<file path="src/rtl/unary_window_decoder_pkg.sv">
// Shared types and sizing helpers for the unary-to-binary window decoder.
package unary_pkg;

  typedef enum logic [0:0] {
    IDLE  = 1'b0,
    ACCUM = 1'b1
  } state_t;

  function automatic int win_len(input int bw);
    return 32'sd1 << bw;
  endfunction

  function automatic int out_width(input int bw, input int ls);
    return bw + 32'sd1 + ls;
  endfunction

endpackage

</file>
<file path="src/rtl/unary_window_decoder_if.sv">
// Control, unary stream and result handshake bundle of the window decoder.
interface unary_window_decoder_if #(
  parameter int BITWIDTH = 8,
  parameter int LOGSCALE = 0
);
  import unary_pkg::*;

  localparam int OW = out_width(BITWIDTH, LOGSCALE);

  logic          start;
  logic          cont;
  logic          in_valid;
  logic          in_bit;
  logic [OW-1:0] out_data;
  logic          out_valid;
  logic          out_ready;
  logic          busy;
  logic          overrun;

  modport master (
    output start, cont, in_valid, in_bit, out_ready,
    input  out_data, out_valid, busy, overrun
  );

  modport slave (
    input  start, cont, in_valid, in_bit, out_ready,
    output out_data, out_valid, busy, overrun
  );

endinterface

</file>
<file path="src/rtl/unary_window_decoder_win_cnt.sv">
// Window position counter and ones accumulator; flags the last bit of a window
// and presents the window sum including that bit.
module unary_win_cnt
  import unary_pkg::*;
#(
  parameter int BITWIDTH = 8
) (
  input  logic              clk,
  input  logic              rst_n,
  input  logic              clr,
  input  logic              en,
  input  logic              in_bit,
  output logic              last,
  output logic [BITWIDTH:0] sum
);

  localparam logic [BITWIDTH-1:0] LAST_IDX = BITWIDTH'(win_len(BITWIDTH) - 1);
  localparam logic [BITWIDTH-1:0] ONE_CNT  = {{(BITWIDTH-1){1'b0}}, 1'b1};

  logic [BITWIDTH-1:0] win_cnt_r;
  logic [BITWIDTH:0]   ones_r;

  assign last = en & (win_cnt_r == LAST_IDX);
  assign sum  = ones_r + {{BITWIDTH{1'b0}}, in_bit};

  // Window position and running ones count; both restart on clear or window end.
  always_ff @(posedge clk or negedge rst_n) begin
    if (!rst_n) begin
      win_cnt_r <= {BITWIDTH{1'b0}};
      ones_r    <= {(BITWIDTH+1){1'b0}};
    end else if (clr | last) begin
      win_cnt_r <= {BITWIDTH{1'b0}};
      ones_r    <= {(BITWIDTH+1){1'b0}};
    end else if (en) begin
      win_cnt_r <= win_cnt_r + ONE_CNT;
      ones_r    <= sum;
    end else begin
      win_cnt_r <= win_cnt_r;
      ones_r    <= ones_r;
    end
  end

endmodule

</file>
<file path="src/rtl/unary_window_decoder.sv">
// Counts ones of a unary bitstream over 2^BITWIDTH valid bits and returns each
// window's (scaled) count on a valid/ready result register.
module unary_window_decoder
  import unary_pkg::*;
#(
  parameter int BITWIDTH = 8,
  parameter int LOGSCALE = 0
) (
  input logic                   clk,
  input logic                   rst_n,
  unary_window_decoder_if.slave bus
);

  localparam int OW = out_width(BITWIDTH, LOGSCALE);

  state_t            state_r;
  logic [OW-1:0]     out_data_r;
  logic              out_valid_r;
  logic              overrun_r;
  logic              clr_s;
  logic              en_s;
  logic              last_s;
  logic [BITWIDTH:0] sum_s;

  assign clr_s = (state_r == IDLE) & bus.start;
  assign en_s  = (state_r == ACCUM) & bus.in_valid;

  unary_win_cnt #(.BITWIDTH(BITWIDTH)) u_win_cnt (
    .clk    (clk),
    .rst_n  (rst_n),
    .clr    (clr_s),
    .en     (en_s),
    .in_bit (bus.in_bit),
    .last   (last_s),
    .sum    (sum_s)
  );

  // Window FSM plus result/handshake register; a new result wins over a transfer.
  always_ff @(posedge clk or negedge rst_n) begin
    if (!rst_n) begin
      state_r     <= IDLE;
      out_data_r  <= {OW{1'b0}};
      out_valid_r <= 1'b0;
      overrun_r   <= 1'b0;
    end else begin
      case (state_r)
        IDLE: begin
          if (bus.start) begin
            state_r   <= ACCUM;
            overrun_r <= 1'b0;
          end else begin
            state_r <= IDLE;
          end
        end
        ACCUM: begin
          if (last_s) begin
            state_r <= bus.cont ? ACCUM : IDLE;
          end else begin
            state_r <= ACCUM;
          end
        end
        default: state_r <= IDLE;
      endcase

      if (last_s) begin
        out_data_r  <= OW'(sum_s) << LOGSCALE;
        out_valid_r <= 1'b1;
        if (out_valid_r & ~bus.out_ready) begin
          overrun_r <= 1'b1;
        end
      end else if (out_valid_r & bus.out_ready) begin
        out_valid_r <= 1'b0;
      end else begin
        out_valid_r <= out_valid_r;
      end
    end
  end

  assign bus.out_data  = out_data_r;
  assign bus.out_valid = out_valid_r;
  assign bus.overrun   = overrun_r;
  assign bus.busy      = (state_r == ACCUM);

endmodule

</file>
<file path="src/flat_wrapper.sv">
// flat-port wrapper written by rule: the top's interface ports become plain ports
module unary_window_decoder_flat import unary_pkg::*;
#(
  parameter int BITWIDTH = 8,
  parameter int LOGSCALE = 0
)
  (clk, rst_n, bus_start, bus_cont, bus_in_valid, bus_in_bit, bus_out_ready, bus_out_data, bus_out_valid, bus_busy, bus_overrun);
  unary_window_decoder_if #(.BITWIDTH(BITWIDTH), .LOGSCALE(LOGSCALE)) bus_i ();
  input logic clk;
  input logic rst_n;
  input wire logic [$bits(bus_i.start)-1:0] bus_start;
  input wire logic [$bits(bus_i.cont)-1:0] bus_cont;
  input wire logic [$bits(bus_i.in_valid)-1:0] bus_in_valid;
  input wire logic [$bits(bus_i.in_bit)-1:0] bus_in_bit;
  input wire logic [$bits(bus_i.out_ready)-1:0] bus_out_ready;
  output wire logic [$bits(bus_i.out_data)-1:0] bus_out_data;
  output wire logic [$bits(bus_i.out_valid)-1:0] bus_out_valid;
  output wire logic [$bits(bus_i.busy)-1:0] bus_busy;
  output wire logic [$bits(bus_i.overrun)-1:0] bus_overrun;
  assign bus_i.start = bus_start;
  assign bus_i.cont = bus_cont;
  assign bus_i.in_valid = bus_in_valid;
  assign bus_i.in_bit = bus_in_bit;
  assign bus_i.out_ready = bus_out_ready;
  assign bus_out_data = bus_i.out_data;
  assign bus_out_valid = bus_i.out_valid;
  assign bus_busy = bus_i.busy;
  assign bus_overrun = bus_i.overrun;
  unary_window_decoder #(.BITWIDTH(BITWIDTH), .LOGSCALE(LOGSCALE)) u_core (.clk(clk), .rst_n(rst_n), .bus(bus_i));
endmodule
</file>
<file path="config.mk">
export PLATFORM = sky130hd
export DESIGN_NAME = unary_window_decoder_flat
export DESIGN_NICKNAME = d
export VERILOG_FILES = /design/src/rtl/unary_window_decoder_pkg.sv /design/src/rtl/unary_window_decoder_if.sv /design/src/rtl/unary_window_decoder_win_cnt.sv /design/src/rtl/unary_window_decoder.sv /design/src/flat_wrapper.sv
export SDC_FILE = /design/constraint.sdc
export NUM_CORES = 1
export LEC_CHECK = 0
export CAP_MARGIN = 15
export CORE_AREA = 3 3 87 56
export DETAILED_ROUTE_END_ITERATION = 7
export DIE_AREA = 0 0 90 59
export DONT_BUFFER_PORTS = 1
export MAX_ROUTING_LAYER = met4
export PLACE_DENSITY = 0.61
export SYNTH_ARGS = -nofsm -noshare
export SYNTH_HDL_FRONTEND = slang
export SYNTH_HIERARCHICAL = 1
export SYNTH_SLANG_ARGS = --single-unit
export TNS_END_PERCENT = 50
</file>
<file path="constraint.sdc">
create_clock -name clk -period 1.9 [get_ports clk]
set_input_delay 0.19 -clock clk [delete_from_list [all_inputs] [get_ports clk]]
set_output_delay 0.19 -clock clk [all_outputs]
set_load 0.02 [all_outputs]
</file>
### Yosys cells after proc, flatten, opt, wreduce, memory -nomap -nowiden

Index checks and enable logic that the tools add are counted.

| word-level totals | value |
|---|---|
| register bits after elaboration | 29 |
| output and inout bits | 12 |
| logic and storage cells | 33 |
| input bits | 7 |

| cells by class | value |
|---|---|
| add/subtract/negate cells | 2 |
| muxes and demuxes | 14 |
| bitwise logic cells | 8 |
| equality and inequality tests | 1 |
| reduce and logical (&&, ||, !) cells | 2 |

Operators with widths:

| cell | number |
|---|---|
| 9-bit two-way mux | 2 |
| 8-bit two-way mux | 2 |
| 9-bit by 1-bit adder with 9-bit output | 1 |
| 1-bit two-way mux | 9 |
| 8-bit by 1-bit adder with 8-bit output (second input constant) | 1 |
| 8-bit equality test (second input constant) | 1 |
| 1-bit bitwise AND | 5 |
| 2-bit nonzero test | 2 |
| 1-bit NOT | 2 |
| 1-bit one-hot mux with 2 select lines | 1 |
| 1-bit bitwise OR | 1 |

### Logic depth before layout (Yosys ltp)

Gate-level depths: netlist (run 1).

| logic depth | value |
|---|---|
| word-level depth | 4 |
| depth in mapped cells | 7 |
| depth with buffers taken out | 6 |

### Cells and area by module

The synthesis (run 1) kept the hierarchy.

Modules (own cells, without submodules):

| module | cells each | area an instance (µm²) | instances |
|---|---|---|---|
| unary_win_cnt | 93 | 942.2 | 1 |
| unary_window_decoder | 31 | 493.0 | 1 |

### Worst setup path before layout (run 1)

Ideal clock, no wire load.

| path | value |
|---|---|
| path type | flip-flop to flip-flop |
| start point | register u_core.state_r, in the netlist u_core/bus.busy |
| end point | register u_core.out_data_r[0], in the netlist u_core/bus.out_data[0] |
| path buffers | 1 |
| setup time | 125 ps |
| arrival time | 1820 ps |
| setup slack | -45 ps |
| required time | 1775 ps |
| stages on the path, launching flop included | 7 |
| cells stage by stage | dfrtp_1 > and2_1 > nand4_2 > or2_2 > inv_1 > buf_6 > mux2_4 |

| on the way | value |
|---|---|
| longest elaborated chain between the ends | 2 |

Ends and longest elaborated chain:

| element | line | RTL |
|---|---|---|
| start, declared | unary_window_decoder.sv:16 | `state_t state_r;` |
| start signal, assigned | unary_window_decoder.sv:57 | `state_r <= bus.cont ? ACCUM : IDLE;` |
| 1-bit bitwise AND | unary_window_decoder.sv:26 | `assign en_s = (state_r == ACCUM) & bus.in_valid;` |
| net u_core.en_s | unary_window_decoder.sv:21 | `logic en_s;` |
| 1-bit bitwise AND | unary_window_decoder_win_cnt.sv:23 | `assign last = en & (win_cnt_r == LAST_IDX);` |
| net u_core.last_s | unary_window_decoder.sv:22 | `logic last_s;` |
| end signal, assigned | unary_window_decoder.sv:42 | `out_data_r <= {OW{1'b0}};` |
| end signal, assigned | unary_window_decoder.sv:66 | `out_data_r <= OW'(sum_s) << LOGSCALE;` |
| end, declared | unary_window_decoder.sv:17 | `logic [OW-1:0] out_data_r;` |

The timed path passes the listed nets, and every way through them passes these cells.
A chain may end at the register's enable or synchronous reset.

### Worst setup path after layout (run 1)

| path | value |
|---|---|
| start point | register u_core.u_win_cnt.win_cnt_r[0] |
| end point | register u_core.out_data_r[5], in the netlist u_core/bus.out_data[5] |

| on the way | value |
|---|---|
| longest elaborated chain between the ends | 2 |

Ends and longest elaborated chain:

| element | line | RTL |
|---|---|---|
| start, declared | unary_window_decoder_win_cnt.sv:20 | `logic [BITWIDTH-1:0] win_cnt_r;` |
| start signal, assigned | unary_window_decoder_win_cnt.sv:29 | `win_cnt_r <= {BITWIDTH{1'b0}};` |
| start signal, assigned | unary_window_decoder_win_cnt.sv:32 | `win_cnt_r <= {BITWIDTH{1'b0}};` |
| start signal, assigned | unary_window_decoder_win_cnt.sv:35 | `win_cnt_r <= win_cnt_r + ONE_CNT;` |
| 8-bit equality test | unary_window_decoder_win_cnt.sv:23 |  |
| 1-bit bitwise AND | unary_window_decoder_win_cnt.sv:23 |  |
| net u_core.last_s | unary_window_decoder.sv:22 |  |

The timed path passes the listed nets, and every way through them passes these cells.

==> results by group, run 1 <==
Layout
  – Nets: 146
  – Finished Core Util: 40.3%
  – # fillers: 406
  – N_diodes: 0
  – Area Overhead vs Synth: 15.1%
  – Share of cells above drive strength 1: 24.3%

Logic synthesis
  – Synth top area share: 50.6%
  – Number of flops mapped to enable cells by yosys: 0
  – Post-synth top area cell: dfrtp_1
  – Register area share after synthesis: 50.6%
  – Primary FF master, synth: dfrtp_1
  – Yosys reg bits: 29
  – Async SR Flop Fraction: between 90% and 100%
  – Mapped Area: 1440 µm²
  – Post-Syn Area per Cell: between 10 and 15 µm²
  – Top post-synthesis cells by area: dfrtp_1 (51%), mux2_4 (7.3%), xor2_1 (4.9%)
  – Mapped Cells: 124
  – Most frequent cell after synthesis: dfrtp_1
  – Syn nets: 134
  – Synth Warn #: 6
  – Synth unique cells: 38
  – Top post-synthesis cells by count: dfrtp_1 (29), nand2_1 (8), nor2_1 (8), xor2_1 (8)

Setup path
  – FF-to-FF path depth: 6
  – Worst path required time: 2.06 ns
  – Crit path kind: reg -> reg
  – Critical-path top delay cell: dfrtp_1
  – R2r setup slk: 0.14 ns
  – CP max stage delay: 0.38 ns
  – CP Cell Sequence: ha_1, nand4_2, or2_2, inv_1, buf_4, mux2_2
  – Critical path endpoint category: register
  – Worst EP arrival: 1.92 ns
  – Crit path max fanout: 6
  – Crit path from: u_core/u_win_cnt/win_cnt_r[0]
  – Crit Reg-Reg Startpoint: u_core/u_win_cnt/win_cnt_r[0]
  – Worst R2R End: u_core/bus.out_data[5]
  – Crit path launch type: register

Drt
  – Starting DRT DRC Count: 55
  – Final WL: 2820 µm
  – Routed Antenna Nets: 0
  – DR vias: 965
  – First drt pass iteration count: 4
  – WL per Instance: 14.4 µm
  – DRC: 0
  – DR vias/cell: 4.92

Floorplan
  – Ports: 19
  – Rows: 18
  – Core area: 4100 µm²
  – Die area: 5310 µm²
  – Die X: 90 µm
  – Initial Util: 35.0%
  – Die H: just under 60 µm

Global routing
  – Initial antenna violation count: 0
  – Largest net degree at the start of global routing: 30
  – First-pass GRT wire length: 4750 µm
  – Total gr overflow: 0
  – Tot GR Track Use: between 10% and 20%
  – Vias in the first global route: around 950

STA
  – Peak Freq: 0.569 GHz
  – Final worst slack: 0.141 ns
  – Final Hold Viols: 0
  – Skew final: 0.00416 ns
  – Worst-Margin Slew: 0.413 ns
  – # setup viols final: 0
  – Final slew viol count: 0
  – RSZ-0062 raised after global routing: false
  – Final period utilization: 92.6%
  – Crit path time final: around 1.8 ns
  – Headroom to the max-slew limit: 72.5%
  – Setup TNS: 0 ns

Power and ir drop
  – Peak supply drop: 302 µV
  – Pwr/cell area: 960 nW/µm²
  – Leak Pwr: approximately 0.00077 µW

Place
  – Gpl congestion: about 0.81
  – Dpl ws: roughly 0.15 ns
  – Dpl hpwl: 1980 µm
  – I/O Buffers: 0

Clocking
  – Clock transition at the registers of the reported paths: 0.06 ns
  – CTS tree: done
  – Num CTS Buffers: 5
  – Root buffer cell: clkbuf_8
  – Max Root-Sink Buffers: 2
  – Clk sinks: 29
  – Insertion delay to the later sink of the worst-skew pair: 0.27 ns
  – CTS resizes: 0
  – # H-tree levels: 2

Min path
  – Worst hold path type: in -> reg
  – Hold path depth: 1
  – Hold Path End: u_core/bus.busy
  – Hold_sp: bus_cont

Status
  – Status: completed

Run
  – Max Cap Violations: 0
[layout make-up]
class                   instances  area (µm²)  share of cell area [%]
clock buffers                   7        86.3                    5.23
inverters                       3        11.3                   0.682
multi-input cells              89         677                    41.0
flip-flops and latches         29         727                    44.0
well taps                      60        75.1                    4.55
repair buffers                  8        75.1                    4.55
[metal layers]
layer	routed length (µm)	GRT usage (%)
met5	0	-
met4	31	5.88
met3	203	5.46
met2	1120	15.3
met1	1470	16.5
[where the power goes]
| group | leakage [µW] | switching, µW | total [µW] | internal (µW) |
|---|---|---|---|---|
| clock network | 0.0000443 | 216 | 502 | 287 |
| logic | 0.000342 | 127 | 249 | 122 |
| registers | 0.000382 | 120 | 835 | 715 |
[critical path: cells and delay by family (launching register included)]
family	cells	cell delay, ns
flops	1	0.38
buf+inv	2	0.25
mux	1	0.34
fa+ha+maj	1	0.23
simple gates	2	0.43
[repair_timing]
| action | CTS | global route |
|---|---|---|
| hold buffers | 2 | 0 |
| endpoints found under the hold margin | 29 | 0 |
| setup buffers | 0 | 0 |
[kinds of logic (layout without fill, tap and decap cells)]
group | Yosys count | in the layout | share of synthesized area (%)
buffers and inverters | 6 | 18 | 2.27
flip-flops | 29 | 29 | 50.6
adder cells (fa/ha/maj) | 3 | 3 | 2.62
AO/OA/AOI/OAI | 22 | 22 | 10.5
XOR/XNOR | 12 | 12 | 7.85
multiplexers | 10 | 10 | 9.68
AND/OR/NAND/NOR | 42 | 42 | 16.6
[flip-flops by register name, summed over array words and instances (netlist names)]
| name | flops |
|---|---|
| u_core/bus.out_valid | 1 |
| u_core/bus.overrun | 1 |
| u_core/bus.out_data | 9 |
| u_core/bus.busy | 1 |
| u_core/u_win_cnt/win_cnt_r | 8 |
| u_core/u_win_cnt/ones_r | 9 |
[how the worst max path moves through the flow]
stage                        endpoint  slack [ns]
2_1_floorplan  u_core/bus.out_data[0]        0.03
3_3_place_gp   u_core/bus.out_data[8]        0.21
3_5_place_dp   u_core/bus.out_data[8]        0.15
4_1_cts        u_core/bus.out_data[5]        0.13
5_1_grt        u_core/bus.out_data[5]       0.008
6_report       u_core/bus.out_data[5]        0.14
[placed cells by master, fill, tap and decap left out, types with 4 or more instances in the layout]
cell type	count
dfrtp_1	28
o21ai_0	7
buf_4	6
xor2_1	8
nand2b_1	4
mux2_4	7
a21oi_1	6
nor2_1	8
clkbuf_8	6
nand2_1	8
[through the flow]
step	cell area [µm²]	hold slack [ns]	power, µW	cells
3_3_place_gp	1540	-0.104	1060	187
5_1_grt	1650	0.0674	1690	196
4_1_cts	1650	0.0696	1610	196
3_5_place_dp	1540	-0.104	1070	187
6_report	1650	0.0750	1590	196
2_1_floorplan	1440	-0.106	1000	124
Note: power is estimated with default switching activity, not from simulation.
==> run 2: changes to the inputs <==
--- a/config.mk
+++ b/config.mk
@@ -10,8 +10,10 @@
 export DETAILED_ROUTE_END_ITERATION = 7
 export DIE_AREA = 0 0 90 59
 export DONT_BUFFER_PORTS = 1
+export HOLD_SLACK_MARGIN = 0.08
 export MAX_ROUTING_LAYER = met4
 export PLACE_DENSITY = 0.61
+export REMOVE_ABC_BUFFERS = 1
 export SYNTH_ARGS = -nofsm -noshare
 export SYNTH_HDL_FRONTEND = slang
 export SYNTH_HIERARCHICAL = 1
==> run 2 against run 1 <==
Flip-flop and latch count is the same. Routed wire length grew 8.3%. Register-to-register slack is essentially flat. Via count grew 3.4%. Die area is the same. Cell count grew 2.6%. Global-route usage grew 1.3 points. Sequential power is essentially flat. Clock power is essentially flat.
==> results by group, run 2 (synthesis gave the netlist of run 1 again) <==
Global routing
  – Tot GR Track Use: 13.5% (+1.3 points)
  – Vias in the first global route: 970 (+2.3%)
  – Initial antenna violation count: 0 (unchanged)
  – First-pass GRT wire length: 5220 µm (+9.7%)
  – Total gr overflow: 0 (unchanged)
  – Largest net degree at the start of global routing: 30 (unchanged)

Place
  – Dpl ws: 0.138 ns (-0.0142 ns)
  – Gpl congestion: 0.832 (+2.2%)
  – Dpl hpwl: 2120 µm (+7.2%)
  – I/O Buffers: 0 (unchanged)
  – Placed insts: 188 (+0.53%)

STA
  – Final worst slack: 0.133 ns (-0.00841 ns)
  – RSZ-0062 raised after global routing: false
  – Crit path time final: 1.77 ns (+0.00840 ns)
  – Hold WS: 0.224 ns (+0.149 ns)
  – Skew final: 0.00298 ns (-0.00118 ns)
  – Final slew viol count: 0 (unchanged)
  – Setup TNS: 0 ns (unchanged)
  – Headroom to the max-slew limit: 75.8% (+3.3 points)
  – Final period utilization: 93.0% (+0.44 points)
  – Peak Freq: 0.566 GHz (-0.48%)
  – # setup viols final: 0 (unchanged)
  – Worst-Margin Slew: 0.362 ns (-0.0501 ns)
  – Final Hold Viols: 0 (unchanged)

Drt
  – WL per Instance: 15.2 µm (+5.6%)
  – Routed Antenna Nets: 0 (unchanged)
  – Final WL: 3050 µm (+8.3%)
  – First drt pass iteration count: 4 (unchanged)
  – DRC: 0 (unchanged)
  – DR vias/cell: 4.97 (+0.85%)
  – Starting DRT DRC Count: 50 (-9.1%)
  – DR vias: 998 (+3.4%)

Setup path
  – CP max stage delay: 0.38 ns (about the same)
  – Crit path max fanout: 7 (+1)
  – Worst EP arrival: 1.94 ns (+0.02 ns)
  – Crit path launch type: register
  – Critical-path top delay cell: dfrtp_1
  – Worst path required time: 2.07 ns (about the same)
  – CP Cell Sequence: ha_1, nand4_2, or2_2, inv_1, buf_4, mux2_2
  – Critical path endpoint category: register
  – Crit path kind: reg -> reg

Floorplan
  – Initial Util: 35.0% (unchanged)
  – Rows: 18 (unchanged)
  – Die X: 90 µm (unchanged)
  – Die area: 5310 µm² (unchanged)
  – Die H: 59 µm (unchanged)
  – Ports: 19 (unchanged)
  – Core area: 4100 µm² (unchanged)

Layout
  – N_diodes: 0 (unchanged)
  – Nets: 150 (+2.7%)
  – Area Overhead vs Synth: 18.2%
  – Share of cells above drive strength 1: 24.1% (-0.15 points)
  – Most frequent cells in the layout: dfrtp_1 (29), nand2_1 (8), xor2_1 (8), nor2_1 (8)
  – Most common cell after layout, fill and taps aside: dfrtp_1
  – Final std cells w/o fill: 201 (+2.6%)

Clocking
  – Clk sinks: 29 (unchanged)
  – Insertion delay to the later sink of the worst-skew pair: 0.29 ns (+0.02 ns)
  – Max Root-Sink Buffers: 2 (unchanged)
  – CTS tree: done
  – # H-tree levels: 2 (unchanged)
  – Root buffer cell: clkbuf_8
  – Post CTS Setup Buffer Count: 0 (unchanged)
  – Num CTS Buffers: 5 (unchanged)
  – Clock transition at the registers of the reported paths: 0.06 ns (about the same)

Power and ir drop
  – Psw: 503 µW (+8.8%)
  – Leak Pwr: 0.000790 µW (+2.7%)
  – Internal power: 1090 µW (-2.6%)
  – Pwr/cell area: 942 nW/µm² (-1.9%)
  – Clock power frac: 31.3% (-0.4 points)
  – Reg power frac: 52.1% (-0.5 points)
  – Comb pwr share: 16.5% (+0.8 points)
  – Sw Share: 31.5% (+2.3 points)
  – Peak supply drop: 343 µV (+14%)

Run
  – Max Cap Violations: 0 (unchanged)

Status
  – Status: completed

Min path
  – Worst hold path type: in -> reg
-- run 2: cell count changes in the layout (fill, tap and decap cells not counted) --
cell / change
clkinv_2: +2
dfrtp_1: +1
dfrtp_2: -1
buf_12: +1
dlygate4sd3_1: +3
clkbuf_8: -1
-- run 2: power groups by stage --
stage | logic [µW] | clock network (µW) | registers (µW)
after detailed placement | 242 | 0 | 840
after floorplan | 189 | 0 | 811
after global placement | 229 | 0 | 835
final | 264 | 501 | 833
after CTS | 266 | 523 | 830
after global routing | 309 | 550 | 852
-- run 2: metrics by stage --
step	utilization, %	area (µm²)	power, µW
3_3_place_gp	37.9	1550	1060
4_1_cts	41.4	1700	1620
5_1_grt	41.4	1700	1710
6_report	41.4	1700	1600
2_1_floorplan	-	1410	1000
3_5_place_dp	37.9	1550	1080
-- run 2: critical path: cells and delay by family (launching register included) --
kind	cells	cell delay [ns]
simple gates	2	0.45
buf+inv	2	0.26
fa+ha+maj	1	0.23
mux	1	0.35
flops	1	0.38
-- run 2: path summary, 6_finish.rpt --
check,from,endpoint,slack (ns),cells after the start
setup / recovery,u_core/u_win_cnt/win_cnt_r[0],u_core/bus.out_data[8],0.13,6
hold / removal,bus_in_bit,u_core/bus.out_data[0],0.22,2
setup reg to reg,u_core/u_win_cnt/win_cnt_r[0],u_core/bus.out_data[8],0.13,6
hold reg to reg,u_core/u_win_cnt/ones_r[8],u_core/u_win_cnt/ones_r[8],0.53,1
max in group asynchronous,rst_n,u_core/u_win_cnt/win_cnt_r[0],1.37,2
min in group asynchronous,rst_n,u_core/u_win_cnt/win_cnt_r[6],0.37,2
-- run 2: area by class of cell --
class,count,area [µm²]
fill,415,2400
sequential,29,726
multi-input combinational,89,677
timing repair buffer,12,125
tap,60,75.1
clock buffer,6,72.6
inverter,3,11.3
clock inverter,2,10.0
-- run 2: routing by layer --
layer	GRT usage [%]	wire, µm	up-vias
li1	-	-	463
met4	7.19	70	0
met2	17.1	1170	40
met3	4.70	249	6
met5	-	0	-
met1	18.8	1560	489
-- run 2: what timing repair did --
action,CTS,global route
hold buffers,5,0
hold endpoints to repair,32,0
endpoints found under the setup margin,0,0
gates resized for setup,0,0
==> run 3: changes to the inputs <==
--- a/config.mk
+++ b/config.mk
@@ -6,13 +6,13 @@
 export NUM_CORES = 1
 export LEC_CHECK = 0
 export CAP_MARGIN = 15
-export CORE_AREA = 3 3 87 56
+export CORE_AREA = 3 3 70 46
 export DETAILED_ROUTE_END_ITERATION = 7
-export DIE_AREA = 0 0 90 59
+export DIE_AREA = 0 0 73 49
 export DONT_BUFFER_PORTS = 1
 export HOLD_SLACK_MARGIN = 0.08
 export MAX_ROUTING_LAYER = met4
-export PLACE_DENSITY = 0.61
+export PLACE_DENSITY = 0.82
 export REMOVE_ABC_BUFFERS = 1
 export SYNTH_ARGS = -nofsm -noshare
 export SYNTH_HDL_FRONTEND = slang
==> run 3 against run 2 <==
Critical path depth stayed put. Hold slack lost 0.13 ns. Combinational power fell by 3%. Die area decreased by 33%. Worst setup slack got worse by 0.029 ns. Utilization grew 24 points. Clock power decreased by 4.8%. Global-route usage up 4.6 points. First-iteration DRC count shrank 24%. Flip-flop and latch count unchanged. Routed wire length is 11% lower. Non-clock buffer count is 1 lower. Largest power group unchanged.
==> results by group, run 3 (synthesis gave the netlist of run 1 again) <==
Clocking
  – CTS resizes: 0 (unchanged)
  – Post CTS Setup Buffer Count: 0 (unchanged)
  – Max Root-Sink Buffers: 2 (unchanged)
  – Hold-fix buffers, CTS: 4 (-1)
  – Insertion delay to the later sink of the worst-skew pair: 0.28 ns (about the same)
  – Clock transition at the registers of the reported paths: 0.06 ns (about the same)
  – Root buffer cell: clkbuf_8
  – Num CTS Buffers: 5 (unchanged)
  – CTS tree: done
  – # H-tree levels: 2 (unchanged)
  – Clk sinks: 29 (unchanged)

Layout
  – Nets: 149 (-0.67%)
  – Final std cells w/o fill: 172 (-14%)
  – Share of cells above drive strength 1: 24.3% (+0.17 points)
  – Post-layout instance area: 1650 µm² (-2.7%)
  – N_diodes: 0 (unchanged)
  – Finished Core Util: 65.0% (+24 points)
  – Area Overhead vs Synth: 15.1%
  – Most frequent cells in the layout: dfrtp_1 (29), nand2_1 (8), xor2_1 (8), nor2_1 (8)
  – Most common cell after layout, fill and taps aside: dfrtp_1

Drt
  – Routed Antenna Nets: 0 (unchanged)
  – DR vias/cell: 5.58 (+12%)
  – Final WL: 2720 µm (-11%)
  – Starting DRT DRC Count: 38 (-24%)
  – First drt pass iteration count: 4 (unchanged)
  – WL per Instance: 15.8 µm (+4.1%)
  – DRC: 0 (unchanged)
  – DR vias: 960 (-3.8%)

Floorplan
  – Die H: 49 µm (-17%)
  – Ports: 19 (unchanged)
  – Die X: 73 µm (-19%)
  – Initial Util: 56.5% (+21 points)
  – Die area: 3580 µm² (-33%)
  – Rows: 14 (-4)
  – Core area: 2540 µm² (-38%)

Status
  – Status: completed

STA
  – Peak Freq: 0.557 GHz (-1.6%)
  – RSZ-0062 raised after global routing: false
  – Worst-Margin Slew: 0.390 ns (+0.0278 ns)
  – Final period utilization: 94.5% (+1.5 points)
  – Final Hold Viols: 0 (unchanged)
  – Final slew viol count: 0 (unchanged)
  – # setup viols final: 0 (unchanged)
  – Headroom to the max-slew limit: 74.0% (-1.9 points)
  – Crit path time final: 1.80 ns (+0.0290 ns)
  – Setup TNS: 0 ns (unchanged)
  – Skew final: 0.00701 ns (+0.00403 ns)

Power and ir drop
  – Pwr/cell area: 949 nW/µm² (+0.79%)
  – Total power: 1570 µW (-1.9%)
  – Leak Pwr: 0.000786 µW (-0.45%)
  – Peak supply drop: 539 µV (+57%)

Setup path
  – CP Cell Sequence: ha_1, nand4_2, or2_2, inv_1, buf_12, mux2_2
  – Worst Path Buf+Inv: 2 (unchanged)
  – Crit path max fanout: 8 (+1)
  – Worst path required time: 2.06 ns (about the same)
  – Crit path kind: reg -> reg
  – CP max stage delay: 0.39 ns (about the same)
  – Worst EP arrival: 1.95 ns (about the same)
  – Crit path launch type: register
  – Delay-heaviest family, CP: simple AND/OR/NAND/NOR gates
  – Critical path endpoint category: register
  – Critical-path top delay cell: dfrtp_1

Place
  – I/O Buffers: 0 (unchanged)
  – Dpl hpwl: 1950 µm (-7.9%)
  – Post-place instance area: 1520 µm² (-2.3%)
  – Gpl congestion: 0.796 (-4.3%)
  – Placed insts: 160 (-15%)

Global routing
  – Total gr overflow: 0 (unchanged)
  – Vias in the first global route: 975 (+0.52%)
  – Initial antenna violation count: 0 (unchanged)
  – First-pass GRT wire length: 4770 µm (-8.5%)
  – Tot GR Track Use: 18.2% (+4.6 points)
  – Largest net degree at the start of global routing: 30 (unchanged)

Min path
  – Worst hold path type: in -> reg

Run
  – Max Cap Violations: 0 (unchanged)
[run 3: report_power, final]
group	switching [µW]	total (µW)	internal [µW]
combinational	132	257	126
clock	224	477	253
sequential	118	833	715
[run 3: layer usage]
layer	GRT usage (%)	vias to the layer above	wire length [µm]
li1	-	465	-
met1	25.4	454	1290
met2	23.9	35	1180
met3	6.79	6	205
met4	6.44	0	37
met5	-	-	0
[run 3: area by class of cell]
type	count	area [µm²]
Tap cell	32	40.0
Sequential cell	29	726
Inverter	3	11.3
Timing Repair Buffer	11	115
Fill cell	180	888
Clock inverter	2	10.0
Multi-Input combinational cell	89	677
Clock buffer	6	72.6
[run 3: path summary, 6_finish.rpt]
check / startpoint / end / slack, ns / depth (start not counted)
worst min register to register: u_core/bus.busy / u_core/bus.busy / 0.55 / 1
worst max register to register: u_core/u_win_cnt/win_cnt_r[0] / u_core/bus.out_data[5] / 0.10 / 6
max in group asynchronous: rst_n / u_core/u_win_cnt/ones_r[5] / 1.39 / 2
worst min-delay path: bus_out_ready / u_core/bus.out_valid / 0.09 / 2
min in group asynchronous: rst_n / u_core/u_win_cnt/win_cnt_r[7] / 0.35 / 2
worst max-delay path: u_core/u_win_cnt/win_cnt_r[0] / u_core/bus.out_data[5] / 0.10 / 6
[run 3: through the flow]
| step | worst slack [ns] | hold WS [ns] |
|---|---|---|
| 2_1_floorplan | -0.341 | -0.106 |
| 3_3_place_gp | 0.214 | -0.105 |
| 3_5_place_dp | 0.114 | -0.105 |
| 4_1_cts | 0.103 | 0.0829 |
| 5_1_grt | 0.0364 | 0.0925 |
| 6_report | 0.104 | 0.0893 |
